`src/rtl/rv_fetch.sv`:
```
// rv_fetch: uRV instruction fetch stage (producer side of fetch -> decode).
//
// Issues sequential word reads to instruction memory, keeps at most one
// request outstanding, retries unserved requests, and redirects on
// branch/jump pulses from execute. Decode sees f_ir_o/f_pc_o/f_valid_o and
// may stall; outputs hold while stalled.
//
// Build option: define URV_FETCH_SKID_EN to add a one-entry skid buffer
// that keeps a response arriving during a decode stall, removing the
// refetch bubble on stall release. Without it that response is dropped and
// the same address is fetched again when the stall releases.
//
//   state    | meaning
//   ---------+-------------------------------------------------------------
//   ST_BOOT  | first cycle after reset, issue RESET_VECTOR
//   ST_RUN   | streaming: accept response, issue next / retry same address
//   ST_STALL | response arrived while decode held a valid instruction;
//            | no requests until decode releases the stall

module rv_fetch #(
  parameter logic [31:0] RESET_VECTOR = 32'h0000_0000
) (
  input  logic        clk_i,
  input  logic        rst_n_i,
  output logic [31:0] im_addr_o,
  output logic        im_rd_o,
  input  logic [31:0] im_data_i,
  input  logic        im_valid_i,
  input  logic        f_stall_i,
  input  logic        x_bra_i,
  input  logic [31:0] x_bra_target_i,
  output logic [31:0] f_ir_o,
  output logic [31:0] f_pc_o,
  output logic        f_valid_o
);

  typedef enum logic [1:0] {
    ST_BOOT  = 2'd0,
    ST_RUN   = 2'd1,
    ST_STALL = 2'd2
  } state_e;

  state_e      state_q, state_d;
  logic        pending_q, pending_d;
  logic [31:0] fetch_pc_q, fetch_pc_d;
  logic [31:0] f_ir_q, f_ir_d;
  logic [31:0] f_pc_q, f_pc_d;
  logic        f_valid_q, f_valid_d;

  logic        rd;
  logic [31:0] addr;
  logic        out_free;
  logic [31:0] pc_inc;

`ifdef URV_FETCH_SKID_EN
  logic [31:0] skid_ir_q, skid_ir_d;
  logic [31:0] skid_pc_q, skid_pc_d;
  logic        skid_valid_q, skid_valid_d;
`endif

  // Decode can take a new instruction unless it is holding a valid one.
  assign out_free = ~f_stall_i | ~f_valid_q;
  // Wraps naturally from 32'hFFFF_FFFC to 0.
  assign pc_inc   = fetch_pc_q + 32'd4;

  // Request generation and next-state for all fetch registers.
  always_comb begin
    state_d    = state_q;
    pending_d  = 1'b0;
    fetch_pc_d = fetch_pc_q;
    f_ir_d     = f_ir_q;
    f_pc_d     = f_pc_q;
    f_valid_d  = f_valid_q;
    rd         = 1'b0;
    addr       = fetch_pc_q;
`ifdef URV_FETCH_SKID_EN
    skid_ir_d    = skid_ir_q;
    skid_pc_d    = skid_pc_q;
    skid_valid_d = skid_valid_q;
`endif

    if (x_bra_i) begin
      // Redirect beats stall and any response arriving this cycle.
      rd         = 1'b1;
      addr       = x_bra_target_i;
      fetch_pc_d = x_bra_target_i;
      pending_d  = 1'b1;
      f_valid_d  = 1'b0;
      state_d    = ST_RUN;
`ifdef URV_FETCH_SKID_EN
      skid_valid_d = 1'b0;
`endif
    end else begin
      case (state_q)
        ST_BOOT: begin
          rd        = 1'b1;
          addr      = fetch_pc_q;
          pending_d = 1'b1;
          state_d   = ST_RUN;
        end

        ST_RUN: begin
          // Decode consumes whatever it sees when not stalled.
          if (!f_stall_i) begin
            f_valid_d = 1'b0;
          end
          if (pending_q && im_valid_i) begin
            if (out_free) begin
              f_ir_d     = im_data_i;
              f_pc_d     = fetch_pc_q;
              f_valid_d  = 1'b1;
              rd         = 1'b1;
              addr       = pc_inc;
              fetch_pc_d = pc_inc;
              pending_d  = 1'b1;
            end else begin
              // Decode is holding a valid instruction: park and stop issuing.
              state_d = ST_STALL;
`ifdef URV_FETCH_SKID_EN
              skid_ir_d    = im_data_i;
              skid_pc_d    = fetch_pc_q;
              skid_valid_d = 1'b1;
`endif
            end
          end else begin
            // Unserved (or nothing outstanding): ask for the same word again.
            rd        = 1'b1;
            addr      = fetch_pc_q;
            pending_d = 1'b1;
          end
        end

        ST_STALL: begin
          if (!f_stall_i) begin
            state_d   = ST_RUN;
            rd        = 1'b1;
            pending_d = 1'b1;
`ifdef URV_FETCH_SKID_EN
            if (skid_valid_q) begin
              f_ir_d       = skid_ir_q;
              f_pc_d       = skid_pc_q;
              f_valid_d    = 1'b1;
              skid_valid_d = 1'b0;
              addr         = skid_pc_q + 32'd4;
              fetch_pc_d   = skid_pc_q + 32'd4;
            end else begin
              f_valid_d = 1'b0;
              addr      = fetch_pc_q;
            end
`else
            // Stalled response was dropped; fetch_pc still names it.
            f_valid_d = 1'b0;
            addr      = fetch_pc_q;
`endif
          end
        end

        default: begin
          state_d = ST_BOOT;
        end
      endcase
    end
  end

  // Fetch state, outputs and (optionally) skid entry; reset aborts any
  // outstanding request by clearing pending.
  always_ff @(posedge clk_i or negedge rst_n_i) begin
    if (!rst_n_i) begin
      state_q    <= ST_BOOT;
      pending_q  <= 1'b0;
      fetch_pc_q <= RESET_VECTOR;
      f_ir_q     <= 32'd0;
      f_pc_q     <= 32'd0;
      f_valid_q  <= 1'b0;
`ifdef URV_FETCH_SKID_EN
      skid_ir_q    <= 32'd0;
      skid_pc_q    <= 32'd0;
      skid_valid_q <= 1'b0;
`endif
    end else begin
      state_q    <= state_d;
      pending_q  <= pending_d;
      fetch_pc_q <= fetch_pc_d;
      f_ir_q     <= f_ir_d;
      f_pc_q     <= f_pc_d;
      f_valid_q  <= f_valid_d;
`ifdef URV_FETCH_SKID_EN
      skid_ir_q    <= skid_ir_d;
      skid_pc_q    <= skid_pc_d;
      skid_valid_q <= skid_valid_d;
`endif
    end
  end

  assign im_rd_o   = rd;
  assign im_addr_o = addr;
  assign f_ir_o    = f_ir_q;
  assign f_pc_o    = f_pc_q;
  assign f_valid_o = f_valid_q;

endmodule

```
`config.mk`:
```
export PLATFORM = sky130hd
export DESIGN_NAME = rv_fetch
export DESIGN_NICKNAME = d
export VERILOG_FILES = /design/src/rtl/rv_fetch.sv
export SDC_FILE = /design/constraint.sdc
export NUM_CORES = 1
export LEC_CHECK = 0
export CAP_MARGIN = 5
export CORE_MARGIN = 2
export CORE_UTILIZATION = 39
export CTS_CLUSTER_DIAMETER = 150
export DETAILED_ROUTE_END_ITERATION = 10
export MAX_ROUTING_LAYER = met4
export PLACE_DENSITY = 0.75
export SYNTH_ARGS = -nofsm -noshare
export SYNTH_HDL_FRONTEND = slang
export SYNTH_SLANG_ARGS = --single-unit
```
`constraint.sdc`:
```
create_clock -name clk_i -period 3.8 [get_ports clk_i]
set_input_delay 0.95 -clock clk_i [delete_from_list [all_inputs] [get_ports clk_i]]
set_output_delay 0.95 -clock clk_i [all_outputs]
set_load 0.02 [all_outputs]
```
# After elaboration in Yosys (flattened, before gate mapping)

Index checks and enable logic that the tools add are counted.

Register bits: 100
Latch bits: 0
Memory bits (writable): 0
Memory bits (read-only): 0
Input bits: 69
Word-level logic and storage cells: 40
Memories: 0

$add $sub $neg: 1
Multiply operators: 0
Divide/modulo/power cells: 0
Magnitude comparators: 0
Equality and inequality tests: 5
Shift operators: 0
Multiplexer cells: 19
Bitwise operators: 4
Reductions and logical operators: 5

Operator list:

| cell                                          | count |
|---|---|
| two-way mux 32 bit                            | 4 |
| adder 32 x 3 -> 32 bit, second input constant | 1 |
| inequality test 3 bit, second input constant  | 3 |
| two-way mux 1 bit                             | 8 |
| two-way mux 2 bit                             | 4 |
| case mux 2 bit (3 select lines)               | 1 |
| AND reduction 4 bit                           | 1 |
| NOT 1 bit                                     | 3 |
| case mux 1 bit (3 select lines)               | 1 |
| AND reduction 3 bit                           | 1 |
| nonzero test 3 bit                            | 1 |
| == test 2 x 1 -> 1 bit, second input constant | 1 |
| == test 2 bit, second input constant          | 1 |
| zero test 2 bit                               | 1 |
| case mux 1 bit (2 select lines)               | 1 |
| logical AND 1 bit                             | 1 |
| bitwise OR 1 bit                              | 1 |

# Depth between registers and ports, before layout

Gate-level depths: netlist of run 1.

Word-level depth: 6
Gate-level depth with buffers: 7

# Worst setup path after synthesis of run 1

No wires, ideal clock.

Path type: input -> output
From: in f_stall_i
To: out im_addr_o[22]
Arrival: 2.803 ns
Slack: 0.047 ns
Stages on the path: 7
Buffers on the path: 3
Path through: and2_1 -> buf_6 -> or4_1 -> buf_2 -> buf_6 -> or4_1 -> a31oi_1

Longest elaborated chain between the ends: 6

RTL lines:

| element                          | RTL line | source |
|---|---|---|
| start, declared                  | 29       | `input logic f_stall_i,` |
| NOT 1 bit                        | 62       | `assign out_free = ~f_stall_i \| ~f_valid_q;` |
| bitwise OR 1 bit                 | 62       |  |
| two-way mux 32 bit               | 108      | `if (out_free) begin` |
| two-way mux 32 bit (2 in series) | n/a      |  |
| two-way mux 32 bit               | 82       | `if (x_bra_i) begin` |
| end, declared                    | 25       | `output logic [31:0] im_addr_o,` |

No other way between the ends.

# Worst setup path in the final report of run 1

From: in f_stall_i
To: reg fetch_pc_q[20]

Longest elaborated chain between the ends: 6

RTL lines:

| element                          | RTL line | source |
|---|---|---|
| NOT 1 bit                        | 62       |  |
| bitwise OR 1 bit                 | 62       |  |
| two-way mux 32 bit (4 in series) | n/a      |  |
| end signal, assigned             | 183      | `fetch_pc_q <= fetch_pc_d;` |
| end, declared                    | 45       | `logic [31:0] fetch_pc_q, fetch_pc_d;` |

No other way between the ends.
A chain may end at the register's enable or synchronous reset.

==> metrics, run 1 <==
Crit Path Class=input port to flip-flop; buffer type at the clock tree root=clkbuf_16; register bit count reported by yosys=100; CTS tree=yes; later-pin clock latency in the skew report=0.34 ns; endpoint of the most critical register-to-register path=fetch_pc_q[20]$_DFF_PN0_; number of distinct standard cells referenced by the synthesized netlist=48; drt first-iter violations=240; Syn-to-layout area delta=53.69%; Reg-to-Reg Start=fetch_pc_q[9]$_DFF_PN0_; largest net degree at the start of global routing=53; Post-Route Skew=0.009057 ns; number of instances in the synthesized netlist=400; placed cells=720; Cell Area, Synth=~4600 µm²; number of endpoints with negative hold slack in the final report=0; Post-Synthesis Mean Instance Area=approximately 12 µm²; worst reg2reg setup slack=around 0.28 ns; initial standard-cell utilization of the core=0.4021; Setup crit end kind=flip-flop; overall power after layout=0.003376 W; total wire length=13.65 mm; Worst Setup Slack post-DPL=-0.8187 ns; number of diodes=0; hold buffers post-CTS=0; vias per std cell=5.379; Boundary Pins=around 170; most common library cell in the layout ignoring fill and taps=clkdlybuf4s50_1; tightest slew margin relative to the limit=0.6842; primary flip-flop cell chosen by synthesis mapping=dfrtp_1; final clock period utilization by the worst path=0.9864; placer congestion estimate=0.8662; Core Box Area=11520 µm²; count of nets left with antenna violations after detail routing=0; violations in the final reports=DRC; global route overflow=0; Synth async-reset ratio=1.000; Syn Nets=470; data required time at the worst endpoint=slightly above 4 ns; Design Area, Final=7117 µm²; maximum buffer depth of the clock tree=2; run status=finished with violations; clock period minus final worst setup slack=about 3.7 ns; Slew @ Worst Pin=0.4693 ns; Critical Path Fanout Max=7; routed len/inst=18.08 µm; total via count in the routed design=4061; hold slack=0.5030 ns; die area=12760 µm²; total placed instance area=between 6000 and 7000 µm²; number of cells on the worst hold path=1; ratio of cells with drive above 1 in the final layout=0.2990; peak ir drop on the vdd network=0.0003464 V; overall fraction of global-route tracks in use=0.2222; kind of path behind the tightest hold check=flip-flop to flip-flop; count of warnings emitted by yosys=0; Max Fclk=0.2668 GHz; net count reported at finish=682; leading cell types in the layout, fill and taps excluded=clkdlybuf4s50_1 (136), dfrtp_1 (100), mux2_2 (67); number of flops mapped to enable cells by yosys=0; HPWL after DPL=~10 mm; max_cap viols=0; leakage power total=2.893 nW; vias in the first global route=about 4200; Max H-tree Level=3; signal arrival time at the worst endpoint=about 4.0 ns; post-synthesis sequential area ratio=0.5404; initial antenna violation count=0; worst setup margin=0.05174 ns; Setup Viol. Count Final=0; RSZ-0062 raised after global routing=yes; number of I/O port buffers=166; critical path endpoint=fetch_pc_q[20]$_DFF_PN0_; Inserted Clock Buffers=9; source of the critical timing path=f_stall_i; first-pass GRT wire length=approximately 22 mm; clock slew at reported path FFs=~0.06 ns; clk sink count=100; Setup crit start kind=input port; post-route DRC violation count=10; die extent in x=between 100 and 150 µm; placement row count=39; Final Instance Count excl. Fillers=around 760; DR pass1 iterations=7; total power divided by cell area=474.4 nW/µm²; Worst R2R Path Depth=19; final number of max-transition violations=0; die extent in y=113.0 µm
[synthesized netlist by cell type (all sizes together) (2+ instances only)]
library cell / instances / area [µm²]
dfrtp: 100 / 2502
mux2: 67 / 754.5
nor2: 24 / 90.09
clkbuf: 22 / 82.58
nand2: 20 / 75.07
nand3: 20 / 100.1
a31oi: 16 / 100.1
or4: 15 / 112.6
o21ai: 14 / 70.07
nand4: 12 / 75.07
o31ai: 11 / 82.58
inv: 6 / 22.52
or3: 6 / 37.54
a21oi: 5 / 25.02
buf: 5 / 38.78
nor3: 5 / 30.03
and2: 4 / 25.02
and3: 4 / 25.02
nor4: 4 / 25.02
and4: 3 / 26.28
nand4b: 3 / 41.29
nor2b: 3 / 18.77
nor3b: 3 / 22.52
xnor2: 3 / 26.28
xor2: 3 / 26.28
a22oi: 2 / 15.01
a311oi: 2 / 17.52
o311ai: 2 / 17.52
o41ai: 2 / 17.52
[worst min path at each step]
stage                                  startpoint                endpoint
after CTS                   f_ir_o[6]$_DFFE_PN0P_   f_ir_o[6]$_DFFE_PN0P_
after floorplan           fetch_pc_q[0]$_DFF_PN0_   f_pc_o[0]$_DFFE_PN0P_
after detailed placement    f_ir_o[6]$_DFFE_PN0P_   f_ir_o[6]$_DFFE_PN0P_
final                      f_ir_o[18]$_DFFE_PN0P_  f_ir_o[18]$_DFFE_PN0P_
after global routing       f_pc_o[12]$_DFFE_PN0P_  f_pc_o[12]$_DFFE_PN0P_
after global placement    fetch_pc_q[0]$_DFF_PN0_   f_pc_o[0]$_DFFE_PN0P_
[worst max-delay path, stage by stage]
cell and delay, ns:
dlygate4sd2_1 0.24, and2_4 0.14, or4_4 0.44, buf_6 0.16
o31ai_4 0.21, a31oi_2 0.13, buf_4 0.15, buf_4 0.12
buf_4 0.12, buf_4 0.12, buf_4 0.12, buf_4 0.12
buf_4 0.12, buf_4 0.12, buf_4 0.12, buf_4 0.12
buf_4 0.12, buf_4 0.12, buf_4 0.12, buf_4 0.13
[cells by family after synthesis]
logic type	count (synthesis)	share of synthesized area
fa+ha+maj	1	0.002702
simple gates	133	0.1651
flops	100	0.5404
buf+inv	33	0.03107
mux	68	0.1651
xor+xnor	6	0.01135
compound gates	59	0.08430
[per-layer routing]
layer,global-route usage,wire length (µm)
met5,-,0
met4,0.05691,179
met3,0.05463,814
met2,0.3671,6976
met1,0.2762,5681
[sequential cells by signal, indices dropped and copies added (netlist names)]
register    count
pending_q       1
state_q         2
fetch_pc_q     32
f_valid_o       1
f_ir_o         32
f_pc_o         32
[layout make-up]
| cell class | instances | area (µm²) |
|---|---|---|
| clock inverters | 1 | 5.005 |
| inverters | 6 | 22.52 |
| clock buffers | 10 | 229.0 |
| fillers | 962 | 4399 |
| flip-flops and latches | 100 | 2502 |
| multi-input cells | 267 | 2100 |
| well taps | 143 | 178.9 |
| repair buffers | 228 | 2079 |
[power breakdown]
group / internal [W] / switching (W) / leakage [nW]
clock: 0.000424 / 0.000355 / 0.116
combinational: 0.000627 / 0.000560 / 1.62
sequential: 0.00127 / 0.000142 / 1.16
total: 0.00232 / 0.00106 / 2.89
[per-stage QoR]
step | utilization | setup TNS, ns
2_1_floorplan | - | 0
3_3_place_gp | 0.5795 | -15.17
3_5_place_dp | 0.5795 | -16.06
4_1_cts | 0.6150 | 0
5_1_grt | 0.6180 | -0.01346
6_report | 0.6180 | 0
[what timing repair did]
item,CTS,global route
pin swaps,4,3
cloned,1,0
buffers inserted,23,0
gates resized for setup,96,31
setup endpoints to repair,29,22
(Power assumes the default switching activity.)
==> inputs of run 2 (changes only) <==
CORE_ASPECT_RATIO = 1.25   (was default)
clock period = 4.3 ns   (was 3.8 ns; I/O delays follow)
==> run 2 against run 1 <==
Against the previous run: the flow now finishes without violations; first-iteration DRC count fell by 24%; die area barely moved; sequential share of layout area rose by 1.3 points; critical path type is now input port to output pin; combinational power fell by 17%; via count fell by 4.2%; worst hold slack improved by 0.0024 ns.
==> metrics, run 2 (synthesis results as in run 1) <==
kind of path behind the tightest hold check=flip-flop to flip-flop; number of cells on the worst hold path=1; HPWL after DPL=9.281 mm; vias in the first global route=3964; number of I/O port buffers=166; overall power after layout=around 0.0031 W; logic depth of the worst setup path including buffers=8; delay of the slowest critical-path stage=between 0.4 and 0.5 ns; final clock period utilization by the worst path=0.9740; largest net degree at the start of global routing=80; crit-path cells=dlygate4sd2_1, and2_1, buf_4, or3_4, buf_4, o41ai_1, a31oi_1, dlygate4sd1_1; net count reported at finish=643; critical path's slowest cell=or3_4; Post-Route Skew=between 0.005 and 0.006 ns; peak ir drop on the vdd network=~0.00025 V; ratio of cells with drive above 1 in the final layout=0.2236; DR pass1 iterations=4; clock period minus final worst setup slack=4.188 ns; dominant delay contributor by cell family on the critical path=buffers and inverters; Setup Viol. Count Final=0; total power divided by cell area=roughly 450 nW/µm²; max_cap viols=0; count of nets left with antenna violations after detail routing=0; die area=12770 µm²; tightest slew margin relative to the limit=0.3303; Worst Path Buf+Inv=4; number of fillers in the final layout=986; maximum buffer depth of the clock tree=2; later-pin clock latency in the skew report=roughly 0.34 ns; Setup crit end kind=output pin; buffer type at the clock tree root=clkbuf_16; CTS tree=yes; clock slew at reported path FFs=roughly 0.070 ns; die extent in x=101.5 µm; die extent in y=125.8 µm; first-pass GRT wire length=19.69 mm; Max Fclk=~0.24 GHz; most common library cell in the layout ignoring fill and taps=clkdlybuf4s50_1; leading cell types in the layout, fill and taps excluded=clkdlybuf4s50_1 (142), dfrtp_1 (100), mux2_2 (67); leakage power total=2.688 nW; clk sink count=100; Max H-tree Level=3; placement row count=44; Worst R2R Path Depth=4; Setup crit start kind=input port; total setup buffers inserted after CTS=0; vias per std cell=5.272; total via count in the routed design=between 3000 and 4000; most common cell type on the critical path=buf_4; Crit Path Class=input port to output pin; initial antenna violation count=0; signal arrival time at the worst endpoint=3.11 ns; Critical Path Fanout Max=7; number of endpoints with negative hold slack in the final report=0; Core Box Area=11620 µm²; final number of max-transition violations=0; Inserted Clock Buffers=9; total wire length=12.59 mm; initial standard-cell utilization of the core=0.3986; placer congestion estimate=0.8445; number of diodes=0; Slew @ Worst Pin=1.005 ns; data required time at the worst endpoint=roughly 3.2 ns; drt first-iter violations=182; share of the core filled with cells=0.5903; Boundary Pins=~170; global route overflow=0; Syn-to-layout area delta=48.07%; run status=finished, final reports clean; routed len/inst=between 15 and 20 µm; post-route DRC violation count=0; overall fraction of global-route tracks in use=0.2026; RSZ-0062 raised after global routing=no; final-layout setup total negative slack=0 ns
-- run 2: path summary, 6_finish.rpt --
kind                                          startpoint                        to  slack (ns)
max in group asynchronous                        rst_n_i   fetch_pc_q[9]$_DFF_PN0_        2.52
worst min-delay path              f_ir_o[18]$_DFFE_PN0P_    f_ir_o[18]$_DFFE_PN0P_        0.51
worst min register to register    f_ir_o[18]$_DFFE_PN0P_    f_ir_o[18]$_DFFE_PN0P_        0.51
min in group asynchronous                        rst_n_i    f_ir_o[16]$_DFFE_PN0P_        0.90
worst max register to register  fetch_pc_q[14]$_DFF_PN0_  fetch_pc_q[24]$_DFF_PN0_        2.13
worst max-delay path                           f_stall_i             im_addr_o[26]        0.11
-- run 2: cell type report --
class	count	area (µm²)	share of cell area
clock buffer	9	225.2	0.03285
tap	161	201.4	0.02938
inverter	6	22.52	0.003285
multi-input combinational	267	2008	0.2929
timing repair buffer	189	1808	0.2637
clock inverter	6	88.84	0.01296
sequential	100	2502	0.3650
-- run 2: per-stage QoR --
stage                     worst slack (ns)  area (µm²)  cells  hold slack, ns
after floorplan                     0.2968        4631    400          0.4754
after global placement             -0.5429        6561    723          0.4823
after detailed placement           -0.5712        6561    723          0.4945
after CTS                           0.1289        6857    738          0.5093
after global routing               0.01787        6857    738          0.5138
final                               0.1118        6857    738          0.5054
-- run 2: power by group --
part / internal [W] / switching (W)
Sequential: 0.00112 / 0.000125
Combinational: 0.000520 / 0.000470
Clock: 0.000507 / 0.000349
Total: 0.00215 / 0.000944
-- run 2: per-layer routing --
| layer | GRT usage | share of wire |
|---|---|---|
| met1 | 0.2454 | 0.43 |
| met3 | 0.03718 | 0.054 |
| met5 | - | 0 |
| met2 | 0.3366 | 0.51 |
| met4 | 0.07234 | 0.0099 |
-- run 2: repair_timing --
item / 4_1_cts / 5_1_grt
endpoints found under the hold margin: 0 / 0
hold buffers: 0 / 0
resized for setup: 85 / 0
endpoints found under the setup margin: 28 / 0
